**src/rtl/prbs_pattern_gen.sv**
```systemverilog
// rtl/prbs_pattern_gen.sv - PRBS15 preamble followed by a repeated 32-bit pattern, byte stream with ready/valid
module prbs_pattern_gen #(
  parameter logic [14:0] SEED = 15'h7FFF
) (
  input  logic        clk,
  input  logic        rst_n,
  input  logic        start,
  input  logic [31:0] pattern,
  input  logic [7:0]  n_repeats,
  input  logic [7:0]  prbs_bytes,
  input  logic        out_ready,
  output logic [7:0]  data_out,
  output logic        data_valid,
  output logic        busy,
  output logic        done
);

  localparam logic [14:0] SEED_EFF = (SEED == 15'd0) ? 15'h0001 : SEED;

  typedef enum logic [1:0] {IDLE, PRBS, PAT, DONE} state_t;

  // Eight steps of x^15+x^14+1; the low byte of the result is the emitted byte, first bit in [7].
  function automatic logic [14:0] adv8(input logic [14:0] s);
    logic [14:0] t;
    t = s;
    for (int i = 0; i < 8; i++) begin
      t = {t[13:0], t[14] ^ t[13]};
    end
    return t;
  endfunction

  function automatic logic [7:0] pat_byte(input logic [31:0] p, input logic [1:0] idx);
    logic [7:0] b;
    case (idx)
      2'd0:    b = p[31:24];
      2'd1:    b = p[23:16];
      2'd2:    b = p[15:8];
      default: b = p[7:0];
    endcase
    return b;
  endfunction

  state_t      state_q;
  logic [14:0] lfsr_q;
  logic [31:0] pat_q;
  logic [7:0]  nrep_q;
  logic [7:0]  nprbs_q;
  logic [7:0]  byte_cnt_q;
  logic [7:0]  word_cnt_q;
  logic [1:0]  idx_q;
  logic [7:0]  data_out_q;
  logic        valid_q;
  logic        busy_q;
  logic        done_q;

  // lfsr_q always holds the state before the byte currently presented.
  logic [14:0] lfsr_d;
  logic [14:0] lfsr_dd;
  assign lfsr_d  = adv8(lfsr_q);
  assign lfsr_dd = adv8(lfsr_d);

  always_ff @(posedge clk) begin
    if (!rst_n) begin
      state_q    <= IDLE;
      lfsr_q     <= SEED_EFF;
      pat_q      <= 32'h0;
      nrep_q     <= 8'h0;
      nprbs_q    <= 8'h0;
      byte_cnt_q <= 8'h0;
      word_cnt_q <= 8'h0;
      idx_q      <= 2'd0;
      data_out_q <= 8'h00;
      valid_q    <= 1'b0;
      busy_q     <= 1'b0;
      done_q     <= 1'b0;
    end else begin
      case (state_q)
        IDLE: begin
          done_q <= 1'b0;
          if (start) begin
            pat_q      <= pattern;
            nrep_q     <= n_repeats;
            nprbs_q    <= prbs_bytes;
            byte_cnt_q <= 8'h0;
            word_cnt_q <= 8'h0;
            idx_q      <= 2'd0;
            if (prbs_bytes != 8'd0) begin
              state_q    <= PRBS;
              data_out_q <= lfsr_d[7:0];
              valid_q    <= 1'b1;
              busy_q     <= 1'b1;
            end else if (n_repeats != 8'd0) begin
              state_q    <= PAT;
              data_out_q <= pattern[31:24];
              valid_q    <= 1'b1;
              busy_q     <= 1'b1;
            end else begin
              state_q <= DONE;
              done_q  <= 1'b1;
            end
          end
        end
        PRBS: begin
          if (out_ready) begin
            lfsr_q <= lfsr_d;
            if (byte_cnt_q == nprbs_q - 8'd1) begin
              if (nrep_q != 8'd0) begin
                state_q    <= PAT;
                idx_q      <= 2'd0;
                data_out_q <= pat_q[31:24];
              end else begin
                state_q    <= DONE;
                data_out_q <= 8'h00;
                valid_q    <= 1'b0;
                busy_q     <= 1'b0;
                done_q     <= 1'b1;
              end
            end else begin
              byte_cnt_q <= byte_cnt_q + 8'd1;
              data_out_q <= lfsr_dd[7:0];
            end
          end
        end
        PAT: begin
          if (out_ready) begin
            if (idx_q == 2'd3) begin
              if (word_cnt_q == nrep_q - 8'd1) begin
                state_q    <= DONE;
                data_out_q <= 8'h00;
                valid_q    <= 1'b0;
                busy_q     <= 1'b0;
                done_q     <= 1'b1;
              end else begin
                word_cnt_q <= word_cnt_q + 8'd1;
                idx_q      <= 2'd0;
                data_out_q <= pat_q[31:24];
              end
            end else begin
              idx_q      <= idx_q + 2'd1;
              data_out_q <= pat_byte(pat_q, idx_q + 2'd1);
            end
          end
        end
        DONE: begin
          done_q  <= 1'b0;
          state_q <= IDLE;
        end
        default: state_q <= IDLE;
      endcase
    end
  end

  assign data_out   = data_out_q;
  assign data_valid = valid_q;
  assign busy       = busy_q;
  assign done       = done_q;

endmodule

```
**config.mk**
```make
export PLATFORM = sky130hd
export DESIGN_NAME = prbs_pattern_gen
export DESIGN_NICKNAME = d
export VERILOG_FILES = /design/src/rtl/prbs_pattern_gen.sv
export SDC_FILE = /design/constraint.sdc
export NUM_CORES = 1
export LEC_CHECK = 0
export ABC_AREA = 1
export CELL_PAD_IN_SITES_DETAIL_PLACEMENT = 1
export CELL_PAD_IN_SITES_GLOBAL_PLACEMENT = 1
export CORE_ASPECT_RATIO = 1.25
export CORE_MARGIN = 4
export CORE_UTILIZATION = 38
export CTS_BUF_LIST = sky130_fd_sc_hd__clkbuf_8
export CTS_CLUSTER_SIZE = 30
export DETAILED_ROUTE_END_ITERATION = 10
export PLACE_DENSITY_LB_ADDON = 0.15
export SLEW_MARGIN = 20
export SYNTH_ARGS = -nofsm -noshare
export SYNTH_HDL_FRONTEND = slang
export SYNTH_SLANG_ARGS = --single-unit
```
**constraint.sdc**
```tcl
create_clock -name clk -period 1.85 [get_ports clk]
set_input_delay 0.37 -clock clk [delete_from_list [all_inputs] [get_ports clk]]
set_output_delay 0.37 -clock clk [all_outputs]
set_load 0.005 [all_outputs]
```
# Yosys cells after proc, flatten, opt, wreduce, memory -nomap -nowiden
# Cells that the tools add are included.
[op_classes] eq_ne=20 muxes=57 n_bitwise=16 add_sub_neg=5 n_reduce_logical=17
[ops] operator="2-to-1 mux 8 bit" count=15
[ops] operator="case mux 8 bit (3 select lines)" count=2
[ops] operator="case mux 8 bit (2 select lines)" count=2
[ops] operator="2-to-1 mux 2 bit" count=14
[ops] operator="nonzero test 8 bit" count=3
[ops] operator="2-to-1 mux 1 bit" count=20
[ops] operator="!= test 2 bit, second input constant" count=10
[ops] operator="adder 8 x 1 -> 8 bit, second input constant" count=2
[ops] operator="== test 8 bit" count=2
[ops] operator="subtractor 8 x 1 -> 8 bit, second input constant" count=2
[ops] operator="bitwise XOR 1 bit" count=16
[ops] operator="AND reduction 6 bit" count=2
[ops] operator="AND reduction 5 bit" count=2
[ops] operator="AND reduction 9 bit" count=1
[ops] operator="== test 2 bit, second input constant" count=4
[ops] operator="case mux 2 bit (4 select lines)" count=1
[ops] operator="AND reduction 7 bit" count=1
[ops] operator="!= test 3 bit, second input constant" count=2
[ops] operator="case mux 2 bit (3 select lines)" count=1
[ops] operator="== test 2 x 1 -> 1 bit, second input constant" count=2
[ops] operator="logical NOT 2 bit" count=2
[ops] operator="case mux 1 bit (4 select lines)" count=1
[ops] operator="AND reduction 2 bit" count=2
[ops] operator="AND reduction 4 bit" count=1
[ops] operator="other kinds (4)" count=5
[word_totals] input_bits=52 reg_bits=93

# Depth between registers and ports, before layout
[logic_depth] ltp_word=6 mapped_depth=18 depth_no_buf=18

# Worst setup path after synthesis
# No wires, ideal clock.
[synth_timing] kind="reg2reg" startpoint="register nprbs_q[1]" endpoint="register idx_q[1]" required_time_ps=1722 t_arrival_ps=1692 synth_period_minus_slack_ps=1820 slack_ps=30 stages_incl_launch_ff=17 cell_sequence="dfxtp_1 inv_1 ha_1 inv_1 nand2_1 nand2_1 nand2_1 nand2_1 nand3_2 nor2_8 nand2_8 nand2_8 nand2_2 nor2_4 nand2_1 o21ai_1 nor2_1"
[synth_via] elab_chain_len=4
[synth_rtl] element="start, declared" line="47" rtl="logic [7:0] nprbs_q;"
[synth_rtl] element="start signal, assigned" line="83" rtl="nprbs_q <= prbs_bytes;"
[synth_rtl] element="subtractor 8 x 1 -> 8 bit" line="106" rtl="if (byte_cnt_q == nprbs_q - 8'd1) begin"
[synth_rtl] element="== test 8 bit" line="106"
[synth_rtl] element="!= test 2 bit (no line)"
[synth_rtl] element="AND reduction 7 bit (no line)"
[synth_rtl] element="end signal, assigned" line="139" rtl="idx_q <= idx_q + 2'd1;"
[synth_rtl] element="end, declared" line="50" rtl="logic [1:0] idx_q;"
# Every way passes these cells.
# A chain may end at the register's enable or synchronous reset.

# Worst setup path in the final report
[layout_timing] startpoint="register nrep_q[1]" endpoint="register word_cnt_q[1]"
[layout_via] elab_chain_len=4
[layout_rtl] element="start, declared" line="46" rtl="logic [7:0] nrep_q;"
[layout_rtl] element="start signal, assigned" line="82" rtl="nrep_q <= n_repeats;"
[layout_rtl] element="subtractor 8 x 1 -> 8 bit" line="127" rtl="if (word_cnt_q == nrep_q - 8'd1) begin"
[layout_rtl] element="== test 8 bit" line="127"
[layout_rtl] element="!= test 2 bit (no line)"
[layout_rtl] element="AND reduction 5 bit (no line)"
[layout_rtl] element="end signal, assigned" line="134" rtl="word_cnt_q <= word_cnt_q + 8'd1;"
[layout_rtl] element="end, declared" line="49" rtl="logic [7:0] word_cnt_q;"
# Every way passes these cells.

==> results.md <==
* Width of the die at approximately 110 µm
* Final period util at 107.8%
* Dpl ws at -385.1 ps
* Mean post-synth cell area at around 6.7 µm²
* CTS Buffer Depth at 2
* Fraction of registers with async set/reset at 0%
* Main synth FF type: dfxtp_1
* Initial antenna violation count at 0
* Relative slew slack at 73.19%
* Period minus WS final at about 2000 ps
* Design Power at ~11 mW
* Cell type with the largest total area after synthesis: dfxtp_1
* Cell count after placement at about 1100
* Fraction of layout cells with a size suffix above 1 at between 10% and 20%
* First-pass GRT wire length at ~28000 µm
* DRC Markers at 0
* Area Growth Syn to Fin at 30.06%
* Final worst slack at -144.9 ps
* CP Max Fanout at 8
* Gate count after technology mapping at between 800 and 900
* # IOs at between 60 and 70
* Final Hold Vio Count at 0
* Critical path data arrival time at about 2300 ps
* Skew final at 12.43 ps
* Largest net degree at the start of global routing at 33
* Pins Over Slew Limit at 0
* Slowest cell delay on critical path at about 350 ps
* Fmax at about 500 MHz
* Cell Area, Synth at approximately 5400 µm²
* CP Capture Type: register
* Final Net Count at 971
* PwrDens at about 1500 nW/µm²
* Seq/Total Area, Yosys at roughly a third
* Crit-path most repeated cell: nand2_1
* CP Launch Type: register
* Via/cell ratio at ~5
* Flops & latches, synth at between 90 and 100
* TritonCTS clock tree: done
* Worst skew pair latency at just under 400 ps
* Unrepaired setup endpoints after global routing: true
* CTS Root Cell: clkbuf_8
* Delay-heaviest family, CP: simple AND/OR/NAND/NOR gates
* # rows at 48
* Worst Tran Pin Value at 402.2 ps
* Required time of the critical path at approximately 2200 ps
* Initial Util at 38.95%
* GR Util All Layers at a little over a fifth
* Port Buf Inserts at 62
* Ant. Diodes at 0
* MaxCap Viol Count at 0
* Most frequent cell after synthesis: nand2_1
* Clk slew on worst S/H paths at ~100 ps
* Final setup fails at 22
* Post-synth EDFFs at 0
* Share of the synthesized area in the top cell type at about a third
* Starting DRC count in detailed routing at between 150 and 200
* Routability cong. at 0.8098
* Peak supply drop at 0.0006516 V
* Post-DR wirelength/cell at ~16 µm
* Routed wire length at 17010 µm
* Kind of critical path: register to register
* Critical path buffer and inverter count at 2
* Post-synth cell types at 36
* Post-Syn Nets at slightly below 900
* Worst Hold Class: input pin to register
* Leak at 2.899 nW
* Via count at around 5600
* CTS buffer count at 9
* Layout Cells excl Fill at 1084
* Full die area at between 15000 and 20000 µm²
* Detailed Place HPWL at 13080 µm
* Crit-path cells: inv_2 -> ha_4 -> inv_2 -> nand2_1 -> nand2_1 -> nor2_2 -> nand2_1 -> nor2_1 -> nand2_1 -> nor2_4 -> nand2_2 -> nand2_4 -> o21ai_4 -> nand2_4 -> nand2_2 -> a21oi_2
* Number of global-route vias before repair at just under 6000
* Pre-antenna DRT Iters at 4
* Violated checks: negative setup slack
* Status: finished, violations left
* Core area at approximately 14000 µm²
* Clk sinks at 93
* Post-synth top cells: nand2_1, nor2_1, dfxtp_1
* Die H at between 100 and 150 µm
* Warnings from Yosys at 0
* Synth area leaders: dfxtp_1, nand2_1, nor2_1
* Routed Antenna Nets at 0
* Slowest CP cell: dfxtp_2
* H-Tree Depth at 3
* GRT Residual Overflow at 0
final cells by class:
class,instances,area (µm²)
Tap cell,175,219.0
Sequential cell,93,1867
Multi-Input combinational cell,618,3395
Inverter,64,251.5
Timing Repair Buffer,117,1102
Fill cell,1813,6874
Timing Repair inverter,1,5.005
Clock buffer,12,165.2
Clock inverter,4,55.05
per-layer routing:
metal | up-vias | part of all wire, % | GRT usage, %
li1 | 2805 | - | -
met3 | 24 | 2.7 | 3.285
met4 | 0 | 2.5 | 6.242
met5 | - | 0 | 0
met1 | 2661 | 42 | 24.83
met2 | 80 | 53 | 39.48
kinds of logic after synthesis:
| family | share of synthesized area, % |
|---|---|
| buffers and inverters | 7.192 |
| AO/OA/AOI/OAI | 15.03 |
| AND/OR/NAND/NOR | 33.89 |
| flip-flops | 34.30 |
| adder cells (fa/ha/maj) | 3.458 |
| XOR/XNOR | 6.132 |
metrics by stage:
stage	hold WS [ps]	util [%]	area (µm²)	setup TNS (ps)
2_1_floorplan	454.9	-	5428	0
3_3_place_gp	468.9	46.61	6495	-3033
3_5_place_dp	478.0	46.61	6495	-5279
4_1_cts	370.6	49.78	6935	-2889
5_1_grt	394.4	50.66	7059	-7016
6_report	382.9	50.66	7059	-2233
sequential cells by signal (all words and copies together) (netlist names), 8 cells and up:
register,cells
byte_cnt_q,8
data_out,8
lfsr_q,15
nprbs_q,8
nrep_q,8
pat_q,32
word_cnt_q,8
timing repair:
| item | CTS | global route |
|---|---|---|
| resized for setup | 41 | 31 |
| pin swaps | 20 | 24 |
| gates cloned | 1 | 1 |
| hold buffers | 0 | 0 |
| setup buffers | 8 | 3 |
| endpoints found under the setup margin | 30 | 62 |
final timing paths:
check                                start                          to  slack [ps]  cells after the start
setup / recovery    nrep_q[1]$_SDFFE_PN0P_  word_cnt_q[1]$_SDFFE_PN0P_        -140                     16
hold / removal                       rst_n     lfsr_q[12]$_SDFFE_PN1P_         380                      2
setup reg to reg    nrep_q[1]$_SDFFE_PN0P_  word_cnt_q[1]$_SDFFE_PN0P_        -140                     16
hold reg to reg   data_out[1]$_SDFFE_PN0P_    data_out[1]$_SDFFE_PN0P_         490                      2
cell usage in the layout (no fill, tap or decap), types with 15 or more instances in the layout:
| cell type | n |
|---|---|
| nor2_1 | 113 |
| nand3_1 | 64 |
| a21oi_1 | 56 |
| nand2_1 | 161 |
| buf_4 | 47 |
| xor2_1 | 22 |
| inv_1 | 45 |
| clkdlybuf4s50_1 | 61 |
| xnor2_1 | 16 |
| o21ai_0 | 71 |
| nand2_2 | 26 |
| inv_2 | 15 |
| dfxtp_1 | 89 |
report_power, final:
part	internal (mW)	switching, mW	total (mW)
Clock	0.741	0.780	1.52
Combinational	2.50	3.61	6.11
Sequential	2.51	0.463	2.98
Total	5.75	4.85	10.6
(Power assumes the default switching activity.)
